## src/rtl/control_unit.sv

```systemverilog
`default_nettype none
// ============================================================================
//  Module   : control_unit
//  Purpose  : Multi-cycle control sequencer for a simple 9-bit-instruction
//             processor. A 2-bit step register walks T0 (idle/fetch) through
//             T1..T3. All control outputs are decoded combinationally from the
//             current step, the instruction register and Run.
//  Revision : 1.0  initial release
// ----------------------------------------------------------------------------
//  Ports
//    Clock   in   1   rising-edge clock
//    Reset   in   1   synchronous, active-high; forces T0 and zeroes outputs
//    Run     in   1   start request, honoured only in T0
//    IR      in   9   instruction III XXX YYY (opcode, X, Y)
//    control out  10  one-hot bus select: bit9=DIN, bit(8-k)=R[k], bit0=G
//    Rin     out  8   register write enables, bit k -> R[k]
//    IRin    out  1   instruction register load enable
//    Ain     out  1   A operand register load enable
//    Gin     out  1   G result register load enable
//    AddSub  out  1   ALU op select, 0=add 1=sub
//    Done    out  1   one-cycle instruction-complete strobe
// ============================================================================
module control_unit (
  input  logic       Clock,
  input  logic       Reset,
  input  logic       Run,
  input  logic [8:0] IR,
  output logic [9:0] control,
  output logic [7:0] Rin,
  output logic       IRin,
  output logic       Ain,
  output logic       Gin,
  output logic       AddSub,
  output logic       Done
);

  typedef enum logic [1:0] {
    T0 = 2'd0,
    T1 = 2'd1,
    T2 = 2'd2,
    T3 = 2'd3
  } step_t;

  localparam logic [2:0] OP_MV  = 3'b000;
  localparam logic [2:0] OP_MVI = 3'b001;

  step_t       step;
  step_t       step_next;

  logic [2:0]  opcode;
  logic [2:0]  reg_x;
  logic [2:0]  reg_y;
  logic        is_alu;

  assign opcode = IR[8:6];
  assign reg_x  = IR[5:3];
  assign reg_y  = IR[2:0];
  // add (010) and sub (011) share the three-step datapath sequence
  assign is_alu = (opcode[2:1] == 2'b01);

  // Bus select for register R[k]: register k lives at bit (8-k)
  function automatic logic [9:0] reg_sel(input logic [2:0] r);
    logic [9:0] sel;
    sel = '0;
    sel[4'd8 - {1'b0, r}] = 1'b1;
    return sel;
  endfunction

  function automatic logic [7:0] reg_en(input logic [2:0] r);
    logic [7:0] en;
    en = '0;
    en[r] = 1'b1;
    return en;
  endfunction

  always_comb begin
    step_next = step;
    control   = '0;
    Rin       = '0;
    IRin      = 1'b0;
    Ain       = 1'b0;
    Gin       = 1'b0;
    AddSub    = 1'b0;
    Done      = 1'b0;

    case (step)
      T0: begin
        IRin      = Run;
        step_next = Run ? T1 : T0;
      end

      T1: begin
        step_next = T0;
        if (opcode == OP_MV) begin
          control = reg_sel(reg_y);
          Rin     = reg_en(reg_x);
          Done    = 1'b1;
        end else if (opcode == OP_MVI) begin
          control[9] = 1'b1;
          Rin        = reg_en(reg_x);
          Done       = 1'b1;
        end else if (is_alu) begin
          control   = reg_sel(reg_x);
          Ain       = 1'b1;
          step_next = T2;
        end else begin
          // reserved opcodes complete immediately with no side effects
          Done = 1'b1;
        end
      end

      T2: begin
        step_next = T0;
        if (is_alu) begin
          control   = reg_sel(reg_y);
          Gin       = 1'b1;
          AddSub    = IR[6];
          step_next = T3;
        end
      end

      T3: begin
        step_next = T0;
        if (is_alu) begin
          control[0] = 1'b1;
          Rin        = reg_en(reg_x);
          Done       = 1'b1;
        end
      end

      default: step_next = T0;
    endcase

    // Reset silences every output in the same cycle, abandoning any
    // instruction in flight before it can write a register or signal Done.
    if (Reset) begin
      control = '0;
      Rin     = '0;
      IRin    = 1'b0;
      Ain     = 1'b0;
      Gin     = 1'b0;
      AddSub  = 1'b0;
      Done    = 1'b0;
    end
  end

  always_ff @(posedge Clock) begin
    if (Reset) begin
      step <= T0;
    end else begin
      step <= step_next;
    end
  end

endmodule
`default_nettype wire

```

## config.mk

```make
export PLATFORM = sky130hd
export DESIGN_NAME = control_unit
export DESIGN_NICKNAME = d
export VERILOG_FILES = /design/src/rtl/control_unit.sv
export SDC_FILE = /design/constraint.sdc
export NUM_CORES = 1
export LEC_CHECK = 0
export BUFFER_PORTS_ARGS = -buffer_cell sky130_fd_sc_hd__clkbuf_2
export CORE_AREA = 3 3 40 42
export DETAILED_ROUTE_END_ITERATION = 7
export DIE_AREA = 0 0 43 45
export PLACE_DENSITY = 0.72
export SYNTH_ARGS = -nofsm -noshare
export SYNTH_HDL_FRONTEND = slang
export SYNTH_SLANG_ARGS = --single-unit
```

## constraint.sdc

```tcl
create_clock -name Clock -period 3.3 [get_ports Clock]
set_input_delay 0.33 -clock Clock [delete_from_list [all_inputs] [get_ports Clock]]
set_output_delay 0.33 -clock Clock [all_outputs]
set_load 0.02 [all_outputs]
```

==> run summary <==
status = finished clean
Critical Path End Type = output pin
Min-Delay Path Class = input port to register
Syn Area/Cell = 6.92 um2
Post-Synthesis Cells = 64
Final nets = 119
FF+latch count, synth = 2
post-synth top area share = 11.3%
Clock Latency Late Sink = 0.22 ns
Clock Path Buffers = 2
Setup CP Type = register to output pin
commonest non-fill, non-tap cells in the layout = 34 x clkbuf_2, 11 x nor2_1, 6 x nand2_1
WP data arrival = 1.95 ns
min cycle time layout = 2.28 ns
slew margin rel. = 74.6%
cts hold-fix bufs = 0
Setup TNS = 0 ns
DRT Pass-1 Iters = 4
Clock transition at path regs = 0.03 ns
Final Non-Filler Cells = 116
layout cell share with drive strength beyond 1 = 39.6%
setup bufs post-CTS = 0
DRC Markers = 0
Max FO, Critical Path = 5
Starting DRT DRC Count = 19
vias in the first global route = 558
CP delay by family, top = simple AND/OR/NAND/NOR gates
synth warn = 0
first-pass GRT wire length = 2240 um
Ant. Diodes = 0
Crit-path slowest cell = dfxtp_1
largest area contributor in the netlist = ha_1
worst vdd ir = 113 uV
part of the cycle the worst path needs = 69.2%
Placement Cell Area = 632 um2
FP Rows = 13
Slowest Stage Delay on Critical Path = 0.36 ns
I/O pin count = 35
Die Ht = 45 um
largest net degree at the start of global routing = 9
Largest regs = step: 2 flops
core area = 1280 um2
via count = 640
max-slew violations = 0
Post-Syn Nets = 80
gr ovfl total = 0
Worst setup SP type = register
clk_skew = 0.00130 ns
Buffers on Ports = 34
All-Layer GR Usage = 14.8%
GP Congestion = 0.860
distinct cell type count after synthesis = 26
Max Fclk = 0.438 GHz
area grow syn2layout = 47.7%
RSZ-0062 raised after global routing = false
CTS root buffer = clkbuf_4
leak pwr = 0.322 nW
Final setup viols = 0
initial core utilization = 34.5%
PostCTS Resize Cnt = 0
post-DR wirelength/cell = 12.7 um
H-tree levels = 1
Num CTS Buffers = 3
Largest register FFs = 2
antenna-violating nets left = 0
die width = 43 um
commonest non-fill, non-tap cell in the layout = clkbuf_2
clock tree sinks = 2
synth top area cells = ha_1 11%, nor2_1 9.3%, dfxtp_1 9.0%
Inst Count DP = 113
post-route cell area = 654 um2
die area = 1940 um2
Top reg by flops = step
Synth Cell Area = 443 um2
TritonCTS clock tree = yes
Hold Vio Cnt, Final = 0
routed wire length = 1470 um
DP HPWL = 1210 um
number of max-cap violations = 0
Worst-Margin Slew = 0.381 ns
Worst EP required = 2.97 ns
WP buf/inv = 2
crit-path cells = inv_1, ha_1, nor2b_1, nand3b_1, o32ai_1, clkbuf_2
PD cells = 178 nW/um2
antenna violations before repair = 0
share of the yosys chip area belonging to registers = 9.04%
DR vias/cell = 5.52
[per-layer routing]
metal	global-route usage [%]	routed length [um]
met2	26.0	644
met4	5.42	0
met3	1.20	177
met5	0	0
met1	18.9	652
[worst reg2reg max path, delay by kind of cell, from the launching register on]
kind / cells / cell delay (ns)
fa+ha+maj: 1 / 0.23
flops: 1 / 0.36
simple gates: 2 / 0.28
compound gates: 1 / 0.06
buf+inv: 1 / 0.08
[per-stage QoR]
stage	util [%]	hold slack, ns	setup WS (ns)	total power, W
2_1_floorplan	-	0.399	1.31	0.0000452
3_3_place_gp	49.2	0.571	1.34	0.0000628
3_5_place_dp	49.2	0.582	1.28	0.0000633
4_1_cts	50.9	0.361	1.03	0.000119
5_1_grt	50.9	0.381	0.890	0.000122
6_report	50.9	0.366	1.02	0.000116
[final cells by class]
type,instances,area (um2)
fill,148,631
tap,15,18.8
multi-input combinational,59,392
clock buffer,3,22.5
sequential,2,40.0
inverter,3,11.3
timing repair buffer,34,170
[synthesized netlist by cell type (all sizes together)]
master	count
nand4	1
a21oi	2
ha	4
or2	1
nor2b	2
nand2b	4
nor4	1
o22ai	4
o21ai	1
nor3b	1
inv	3
nand3b	4
dfxtp	2
nor4b	2
nand2	6
mux2	1
and4b	1
and2	1
and3	1
and3b	3
or3	1
o32ai	4
nand3	2
nor2	11
nand4b	1
[report_power, final]
group | internal [W] | leakage (nW) | switching, W
Clock | 0.0000400 | 0.0138 | 0.0000129
Combinational | 0.0000149 | 0.292 | 0.0000225
Sequential | 0.0000252 | 0.0163 | 0.000000729
[kinds of logic (layout without fill, tap and decap cells)]
group / Yosys count / in the layout / synth area share [%]
multiplexers: 1 / 1 / 2.54
flip-flops: 2 / 2 / 9.04
adder cells (fa/ha/maj): 4 / 4 / 11.3
AO/OA/AOI/OAI: 11 / 11 / 16.9
buffers and inverters: 3 / 40 / 2.54
AND/OR/NAND/NOR: 43 / 43 / 57.6
[path summary, 6_finish.rpt]
kind	from	endpoint	slack, ns	cells past startpoint
worst max-delay path	step[1]	control[6]	1.02	6
worst min register to register	step[0]	step[1]	0.75	3
worst max register to register	step[0]	step[0]	2.17	5
worst min-delay path	Run	step[0]	0.37	3
Note: power is estimated with default switching activity, not from simulation.
